**config.mk**
```make
export PLATFORM = sky130hd
export DESIGN_NAME = chunked_borrow_subtractor
export DESIGN_NICKNAME = d
export VERILOG_FILES = /design/src/rtl/chunked_borrow_subtractor.sv
export SDC_FILE = /design/constraint.sdc
export NUM_CORES = 1
export LEC_CHECK = 0
export CAP_MARGIN = 5
export CORE_MARGIN = 1
export CORE_UTILIZATION = 25
export CTS_BUF_LIST = sky130_fd_sc_hd__clkbuf_4 sky130_fd_sc_hd__clkbuf_8
export DETAILED_ROUTE_END_ITERATION = 8
export SYNTH_ARGS = -nofsm -noshare
export SYNTH_HDL_FRONTEND = slang
export SYNTH_SLANG_ARGS = --single-unit
```
**constraint.sdc**
```tcl
create_clock -name clk -period 10.4 [get_ports clk]
set_input_delay 2.08 -clock clk [delete_from_list [all_inputs] [get_ports clk]]
set_output_delay 2.08 -clock clk [all_outputs]
set_load 0.01 [all_outputs]
```
**src/rtl/chunked_borrow_subtractor.sv**
```systemverilog
// chunked_borrow_subtractor
// Multi-cycle wide subtractor: Diff = inA - inB - inBorrow, resolved one
// CHUNK-bit slice per clock (LSB slice first). Each slice uses a
// parallel-prefix borrow network seeded from the registered inter-slice
// borrow, so the per-cycle path is one CHUNK-bit prefix tree plus an XOR.
// Valid/ready handshakes on both sides let the sequencer stall the block.

module chunked_borrow_subtractor #(
  parameter int WIDTH = 32,
  parameter int CHUNK = 8
) (
  input  logic             clk,
  input  logic             rst_n,
  input  logic             inValid,
  output logic             inReady,
  input  logic [WIDTH-1:0] inA,
  input  logic [WIDTH-1:0] inB,
  input  logic             inBorrow,
  output logic             outValid,
  input  logic             outReady,
  output logic [WIDTH-1:0] Diff,
  output logic             BorrowOut,
  output logic             Zero,
  output logic             Overflow
);

  localparam int N     = WIDTH / CHUNK;
  localparam int CNT_W = (N > 1) ? $clog2(N) : 1;

  typedef enum logic [1:0] {
    ST_IDLE = 2'd0,
    ST_RUN  = 2'd1,
    ST_DONE = 2'd2
  } state_t;

  // Kogge-Stone style prefix over borrow generate/propagate pairs.
  // Returns the borrow into every bit [CHUNK-1:0] plus the slice borrow-out
  // in bit CHUNK, all derived from the single slice borrow-in.
  function automatic logic [CHUNK:0] borrow_prefix(
    input logic [CHUNK-1:0] g,
    input logic [CHUNK-1:0] p,
    input logic             cin
  );
    logic [CHUNK-1:0] gl;
    logic [CHUNK-1:0] pl;
    logic [CHUNK-1:0] gn;
    logic [CHUNK-1:0] pn;
    logic [CHUNK:0]   bv;
    gl = g;
    pl = p;
    for (int d = 1; d < CHUNK; d = d * 2) begin
      gn = gl;
      pn = pl;
      for (int i = d; i < CHUNK; i++) begin
        gn[i] = gl[i] | (pl[i] & gl[i-d]);
        pn[i] = pl[i] & pl[i-d];
      end
      gl = gn;
      pl = pn;
    end
    bv[0] = cin;
    for (int i = 0; i < CHUNK; i++) begin
      bv[i+1] = gl[i] | (pl[i] & cin);
    end
    return bv;
  endfunction

  state_t             state_r;
  state_t             state_next_s;
  logic [WIDTH-1:0]   a_r;
  logic [WIDTH-1:0]   b_r;
  logic               borrow_r;
  logic [CNT_W-1:0]   cnt_r;
  logic [WIDTH-1:0]   diff_r;
  logic               borrow_out_r;
  logic               zero_r;
  logic               overflow_r;

  logic               accept_s;
  logic               last_slice_s;
  logic [CHUNK-1:0]   a_slice_s;
  logic [CHUNK-1:0]   b_slice_s;
  logic [CHUNK-1:0]   g_s;
  logic [CHUNK-1:0]   p_s;
  logic [CHUNK:0]     bvec_s;
  logic [CHUNK-1:0]   d_slice_s;
  logic [WIDTH-1:0]   diff_next_s;
  logic               in_ready_s;
  logic               out_valid_s;

  assign accept_s     = (state_r == ST_IDLE) && inValid;
  assign last_slice_s = (cnt_r == CNT_W'(N - 1));

  // Slice datapath: select the active slice and resolve its borrows.
  always_comb begin
    a_slice_s   = a_r[int'(cnt_r) * CHUNK +: CHUNK];
    b_slice_s   = b_r[int'(cnt_r) * CHUNK +: CHUNK];
    g_s         = ~a_slice_s & b_slice_s;
    p_s         = ~(a_slice_s ^ b_slice_s);
    bvec_s      = borrow_prefix(g_s, p_s, borrow_r);
    d_slice_s   = a_slice_s ^ b_slice_s ^ bvec_s[CHUNK-1:0];
    diff_next_s = diff_r;
    diff_next_s[int'(cnt_r) * CHUNK +: CHUNK] = d_slice_s;
  end

  // State register.
  always_ff @(posedge clk or negedge rst_n) begin
    if (!rst_n) begin
      state_r <= ST_IDLE;
    end else begin
      state_r <= state_next_s;
    end
  end

  // Next-state logic: IDLE -> RUN on accept, RUN -> DONE after last slice,
  // DONE -> IDLE on consumer handshake.
  always_comb begin
    state_next_s = state_r;
    case (state_r)
      ST_IDLE: begin
        if (inValid) begin
          state_next_s = ST_RUN;
        end else begin
          state_next_s = ST_IDLE;
        end
      end
      ST_RUN: begin
        if (last_slice_s) begin
          state_next_s = ST_DONE;
        end else begin
          state_next_s = ST_RUN;
        end
      end
      ST_DONE: begin
        if (outReady) begin
          state_next_s = ST_IDLE;
        end else begin
          state_next_s = ST_DONE;
        end
      end
      default: begin
        state_next_s = ST_IDLE;
      end
    endcase
  end

  // Handshake outputs decoded straight from the state register.
  always_comb begin
    in_ready_s  = 1'b0;
    out_valid_s = 1'b0;
    case (state_r)
      ST_IDLE: begin
        in_ready_s  = 1'b1;
        out_valid_s = 1'b0;
      end
      ST_RUN: begin
        in_ready_s  = 1'b0;
        out_valid_s = 1'b0;
      end
      ST_DONE: begin
        in_ready_s  = 1'b0;
        out_valid_s = 1'b1;
      end
      default: begin
        in_ready_s  = 1'b0;
        out_valid_s = 1'b0;
      end
    endcase
  end

  // Operand capture at accept, then one slice written per RUN cycle; flags
  // update only on the final slice and hold until the next operation.
  always_ff @(posedge clk or negedge rst_n) begin
    if (!rst_n) begin
      a_r          <= {WIDTH{1'b0}};
      b_r          <= {WIDTH{1'b0}};
      borrow_r     <= 1'b0;
      cnt_r        <= {CNT_W{1'b0}};
      diff_r       <= {WIDTH{1'b0}};
      borrow_out_r <= 1'b0;
      zero_r       <= 1'b0;
      overflow_r   <= 1'b0;
    end else if (accept_s) begin
      a_r      <= inA;
      b_r      <= inB;
      borrow_r <= inBorrow;
      cnt_r    <= {CNT_W{1'b0}};
    end else if (state_r == ST_RUN) begin
      diff_r   <= diff_next_s;
      borrow_r <= bvec_s[CHUNK];
      cnt_r    <= cnt_r + CNT_W'(1);
      if (last_slice_s) begin
        borrow_out_r <= bvec_s[CHUNK];
        overflow_r   <= bvec_s[CHUNK-1] ^ bvec_s[CHUNK];
        zero_r       <= (diff_next_s == {WIDTH{1'b0}});
      end
    end
  end

  assign inReady   = in_ready_s;
  assign outValid  = out_valid_s;
  assign Diff      = diff_r;
  assign BorrowOut = borrow_out_r;
  assign Zero      = zero_r;
  assign Overflow  = overflow_r;

endmodule

```
==> results of run 1 <==
per-stage QoR:
stage	cells	total power, mW	hold WS, ns	cell area [um2]	setup WS [ns]
floorplan	400	1.675	0.4752	4982	6.943
global placement	759	2.133	0.4727	6330	6.547
detailed placement	759	2.191	0.4752	6330	6.516
CTS	775	2.473	0.4978	6546	6.629
global route	775	2.636	0.5274	6546	6.439
finish	775	2.448	0.4939	6546	6.652
flip-flops by register name (all words and copies together), names as in the netlist:
register and flops:
borrow_r 1, Overflow 1, b_r 32, Zero 1, BorrowOut 1, cnt_r 2, Diff 32, a_r 32
state_r 2
worst paths after layout:
path                            from   endpoint  slack (ns)
min in group asynchronous      rst_n    b_r[22]        1.69
setup / recovery            cnt_r[0]       Zero        6.65
hold reg to reg            BorrowOut  BorrowOut        0.49
max in group asynchronous      rst_n   Diff[28]        7.57
hold / removal             BorrowOut  BorrowOut        0.49
setup reg to reg            cnt_r[0]       Zero        6.65
layout make-up:
| class | count | area [um2] | area share (%) |
|---|---|---|---|
| repair buffers | 108 | 1071 | 16.36 |
| clock inverters | 7 | 92.59 | 1.414 |
| flip-flops and latches | 104 | 2603 | 39.76 |
| well taps | 265 | 331.6 | 5.065 |
| inverters | 15 | 56.30 | 0.8601 |
| multi-input cells | 267 | 2268 | 34.65 |
| clock buffers | 9 | 123.9 | 1.892 |
critical path, delay by kind of cell (launching register included):
kind,cells,cell delay [ns]
buf+inv,2,0.54
mux,1,0.60
xor+xnor,1,0.48
flops,1,0.49
compound gates,3,0.74
fa+ha+maj,1,0.27
simple gates,2,0.52
power by group through the flow:
stage	Sequential, mW	Combinational, mW	Clock [mW]
5_1_grt	0.737	1.60	0.301
3_5_place_dp	0.722	1.47	0
6_report	0.709	1.47	0.273
2_1_floorplan	0.689	0.986	0
4_1_cts	0.712	1.47	0.286
3_3_place_gp	0.708	1.42	0
metal layers:
layer | wire [um] | up-vias | GRT usage [%] | share of wire (%)
li1 | - | 1659 | - | -
met1 | 5513 | 1764 | 15.58 | 44
met2 | 6156 | 92 | 22.41 | 49
met3 | 606 | 15 | 3.454 | 4.8
met4 | 239 | 0 | 4.810 | 1.9
met5 | 0 | - | 0 | 0
cells in the mapped netlist, types with 2 or more instances:
cell type  instances
nor4_2             2
nand2b_1           8
nor3_1             2
mux2_2            64
mux4_2            16
nand2_1           51
o21ai_0           38
buf_2              3
or2_2              2
o211ai_1           3
dfrtp_1          104
a21oi_1            9
buf_1              5
nand3_1            2
and2_1             2
a21o_1             2
clkbuf_1           6
nor4_1             4
inv_1             15
ha_1              14
o21bai_1           2
xor2_1             5
nor2_1            11
logic make-up (layout without fill, tap and decap cells):
family	count (synthesis)	after routing	share of synthesized area (%)
and+or+nand+nor	95	95	9.418
adders and majority gates	15	15	3.918
DFF	104	104	52.24
xor gates and xnor gates	5	5	0.8789
buffers and inverters	29	139	2.260
AOI/OAI and AO/OA	71	71	9.392
muxes	81	81	21.90
==> flow_summary.json, run 1 <==
{
  "die_area_mm2": 0.02050,
  "cts_max_level": 3,
  "io-pin-count": 106,
  "p_int_mw": 1.346,
  "antenna_cells": 0,
  "hold_path_class": "reg -> reg",
  "num_rows": 51,
  "ys_types": 53,
  "nNetsFinal": 589,
  "drt_first_pass_iters": 4,
  "p_per_area_mw_per_mm2": 374.0,
  "clkPwrFrac_pct": 11.1,
  "endpoint_kind": "flip-flop",
  "dpl.hpwl_mm": 9.495,
  "worstSetupPathType": "reg -> reg",
  "drt_iter0_markers": 137,
  "die_h_um": 143.2,
  "clock_path_buffers": 2,
  "setup-tns-final_ns": 0,
  "final_util_pct": 33.53,
  "synth.area.top_cells": "dfrtp_1 52%, mux2_2 14%, mux4_2 7.2%",
  "fmax_mhz": 266.8,
  "leakage_nw": 2.662,
  "grt.total_usage_pct": 13.05,
  "grt_pass1_vias": 3799,
  "fin_crit_ns": 3.748,
  "synth_async_sr_flop_share_pct": 100.0,
  "wire_per_inst_um": 16.15,
  "critPathMaxStageDelay_ns": 0.60,
  "crit_arrival_ns": 4.03,
  "synth.cell_area_mm2": 0.004982,
  "grt.overflow.total": 0,
  "synth_nets": 484,
  "crit_required_ns": 10.69,
  "ys_seq_area_share_pct": 52.24,
  "setup_viol": 0,
  "worstSetupStartpointType": "flip-flop",
  "synth_edf_count": 0,
  "cts_made_buffers": 9,
  "maxSlewViolCount": 0,
  "syn_avg_cell_area_um2": 12.46,
  "vias": 3530,
  "synthCells": 400,
  "comb_power_share_pct": 59.9,
  "die_w_um": 143.2,
  "switchingPower_mw": 1.103,
  "synth_top_area_share_pct": 52.24,
  "postCtsSetupBuffers": 0,
  "final_cell_mix": "104 x dfrtp_1, 104 x clkdlybuf4s50_1, 64 x mux2_2, 51 x nand2_1, 38 x o21ai_0",
  "holdBufCountCts": 0,
  "max_cap_violations": 0,
  "drive_gt1_share_pct": 21.76,
  "slew_headroom_pct": 30.71,
  "clock_sink_count": 104,
  "cpMaxStageDelayCell": "mux4_2",
  "ir_drop_uv": 157.5,
  "core_mm2": 0.01953,
  "clock_latency_ns": 0.39,
  "cp_max_fo": 19,
  "ys.warnings.count": 0,
  "wl_mm": 12.52,
  "grt_max_degree": 69,
  "ant_nets": 0,
  "antenna_found_initial": 0,
  "finalCritPeriodShare_pct": 36.03,
  "finalHoldViolations": 0,
  "ff2ff_path_depth": 10,
  "initial_core_util_pct": 25.52,
  "place_congestion": 0.8395,
  "worst_pin_slew_ns": 1.039,
  "viasPerCell": 4.555,
  "io_buffer_count": 105,
  "area_growth_pct": 31.39,
  "finClkSkew_ns": 0.01973,
  "synth-seq-cells": 104,
  "cts_tree": "yes",
  "fillers": 1966,
  "synth.largest_area_cell": "dfrtp_1",
  "clkTransAtPathRegs_ns": 0.10,
  "switching_share_pct": 45.04,
  "rsz0062_at_grt": "no",
  "synth_ff_type": "dfrtp_1",
  "grt_pass1_wl_mm": 19.94,
  "outcome": "complete, no violations",
  "cts_root_buf": "clkbuf_8",
  "route.detailed.drc": 0,
  "hold_path_depth": 2,
  "seqPwrFrac_pct": 29.0,
  "cts_resized": 0,
  "crit_path_cell_trace": "buf_4, mux4_2, inv_1, ha_1, a21oi_2, o2111ai_4, xor2_1, nor2b_1, or4_1, o41ai_2"
}
Power figures use the tool's default switching activity.
==> run 2: changes to the inputs <==
==> constraint.sdc (replaced) <==
create_clock -name clk -period 3.4 [get_ports clk]
set_input_delay 0.68 -clock clk [delete_from_list [all_inputs] [get_ports clk]]
set_output_delay 0.68 -clock clk [all_outputs]
set_load 0.01 [all_outputs]
==> run 2 against run 1 <==
Global-route usage up 0.36 points. Clock-buffer cell count unchanged. Sequential power rose to 3.0 times the previous value. Final cell count up 1.2%. Critical path type unchanged. Combinational power rose to 3.4 times the previous value. Cell area up 1.9%. Die area unchanged. Total power rose to 3.3 times the previous value. Via count up 1.7%.
==> flow_summary.json, run 2 (synthesis results as in run 1) <==
{
  "outcome": "complete, no violations",
  "grt.total_usage_pct": 13.41,
  "placement.cell_area_mm2": 0.006447,
  "die_area_mm2": 0.02050,
  "clkTransAtPathRegs_ns": 0.11,
  "crit_path_cell_trace": "buf_12, mux4_2, ha_1, xor2_1, a21oi_1, nor4_2, o2111ai_1, or4_1, o41ai_2",
  "seqPwrFrac_pct": 27.1,
  "endpoint_kind": "flip-flop",
  "io_buffer_count": 105,
  "wl_mm": 12.69,
  "stdcell_area_mm2": 0.006670,
  "grt.overflow.total": 0,
  "finalCritPeriodShare_pct": 93.91,
  "ff_latch_area_mm2": 0.002603,
  "antenna_cells": 0,
  "crit_arrival_ns": 3.50,
  "clock_path_buffers": 2,
  "clock_sink_count": 104,
  "nNetsFinal": 598,
  "dpl.hpwl_mm": 9.920,
  "drive_gt1_share_pct": 23.51,
  "fmax_mhz": 313.2,
  "multi_input_area_mm2": 0.002277,
  "r2r_end": "Zero",
  "pre_cts_ws_ns": 0.2159,
  "leakage_nw": 2.718,
  "drt_iter0_markers": 164,
  "initial_core_util_pct": 25.52,
  "worstSetupStartpointType": "flip-flop",
  "switchingPower_mw": 3.442,
  "grt_pass1_wl_mm": 20.64,
  "critPathMaxStageDelay_ns": 0.52,
  "p_per_area_mw_per_mm2": 1194,
  "route.detailed.drc": 0,
  "max_cap_violations": 0,
  "crit_required_ns": 3.71,
  "core_mm2": 0.01953,
  "ff2ff_path_depth": 9,
  "antenna_found_initial": 0,
  "worst_pin_slew_ns": 0.5706,
  "finalWorstSetupSlack_ns": 0.2072,
  "holdBufCountCts": 0,
  "final_cell_mix": "104 x dfrtp_1, 104 x clkdlybuf4s50_1, 64 x mux2_2, 51 x nand2_1, 38 x o21ai_0",
  "wire_per_inst_um": 16.19,
  "place_congestion": 0.8228,
  "cp_max_fo": 19,
  "io-pin-count": 106,
  "setup_viol": 0,
  "r2r_setup_slack_ns": 0.21,
  "vias": 3590,
  "num_rows": 51,
  "grt_max_degree": 64,
  "finalHoldViolations": 0,
  "clock_latency_ns": 0.40,
  "reg2reg_from": "cnt_r[0]",
  "p_int_mw": 4.523,
  "comb_power_share_pct": 62.4,
  "drt_first_pass_iters": 4,
  "cts_max_level": 3,
  "ir_drop_uv": 638.1,
  "area_growth_pct": 33.88,
  "viasPerCell": 4.579,
  "maxSlewViolCount": 0,
  "fin_crit_ns": 3.193,
  "cts_made_buffers": 9,
  "hold_path_class": "in -> async",
  "clkPwrFrac_pct": 10.6,
  "switching_share_pct": 43.22,
  "ant_nets": 0,
  "cts_root_buf": "clkbuf_8",
  "worstSetupPathType": "reg -> reg",
  "cpMaxStageDelayCell": "mux4_2",
  "finClkSkew_ns": 0.01081,
  "setup-tns-final_ns": 0,
  "die_w_um": 143.2,
  "final_util_pct": 34.16,
  "slew_headroom_pct": 61.96,
  "cts_tree": "yes",
  "rsz0062_at_grt": "no",
  "fillers": 1945,
  "grt_pass1_vias": 3826,
  "die_h_um": 143.2
}
==> run 2: cell types whose count changed in the layout (fill, tap and decap cells not counted), sizes merged <==
cell      before  now
buf            4   13
inv           19   18
clkinvlp       0    1
==> run 2: repair_timing <==
action                     4_1_cts  5_1_grt
resized for setup                0        3
setup buffers                    0        0
setup endpoints to repair        0        1
==> run 2: worst max-delay path by stage <==
| stage | start | end | slack, ns | depth (start not counted) |
|---|---|---|---|---|
| floorplan | cnt_r[0] | Zero | 0.04 | 10 |
| global placement | cnt_r[0] | Zero | 0.30 | 10 |
| detailed placement | cnt_r[0] | Zero | 0.22 | 10 |
| CTS | cnt_r[0] | Zero | 0.17 | 10 |
| global route | cnt_r[0] | Zero | 0.01 | 9 |
| finish | cnt_r[0] | Zero | 0.21 | 9 |
==> run 2: cell type report <==
cell class                 count  share of cell area [%]
multi-input combinational    267                   34.14
clock inverter                 7                   1.351
clock buffer                   9                   1.857
timing repair buffer         117                   17.82
tap                          265                   4.971
inverter                      15                  0.8441
sequential                   104                   39.02
==> run 2: layer usage <==
layer / GRT usage, % / vias to the layer above / share of wire, %
li1: - / 1680 / -
met1: 17.09 / 1790 / 45
met2: 22.39 / 104 / 49
met3: 3.320 / 16 / 4.9
met4: 3.905 / 0 / 1.4
met5: 0 / - / 0
==> run 2: power groups by stage <==
stage	registers, mW	logic (mW)	clock network [mW]
floorplan	2.11	3.02	0
global placement	2.18	4.80	0
detailed placement	2.20	4.91	0
CTS	2.17	4.93	0.859
global route	2.24	5.42	0.910
finish	2.16	4.97	0.840
==> run 2: critical path: cells and delay by family, from the launching register on <==
kind	cells	cell delay, ns
buf+inv	1	0.19
fa+ha+maj	1	0.40
simple gates	2	0.81
mux	1	0.52
xor+xnor	1	0.19
flops	1	0.40
compound gates	3	0.61
==> run 2: per-stage QoR <==
step	power, mW	instances	hold slack [ns]
after floorplan	5.128	400	0.3844
after global placement	6.973	768	0.4712
after detailed placement	7.110	768	0.4864
after CTS	7.959	784	0.2815
after global routing	8.571	784	0.3064
final	7.965	784	0.2582
==> run 3: changes to the inputs <==
--- a/config.mk
+++ b/config.mk
@@ -6,7 +6,6 @@
 export NUM_CORES = 1
 export LEC_CHECK = 0
 export CAP_MARGIN = 5
-export CORE_MARGIN = 1
 export CORE_UTILIZATION = 25
 export CTS_BUF_LIST = sky130_fd_sc_hd__clkbuf_4 sky130_fd_sc_hd__clkbuf_8
 export DETAILED_ROUTE_END_ITERATION = 8
==> results of run 3 <==
Final layout, timing and power as in run 2 (identical DEF).
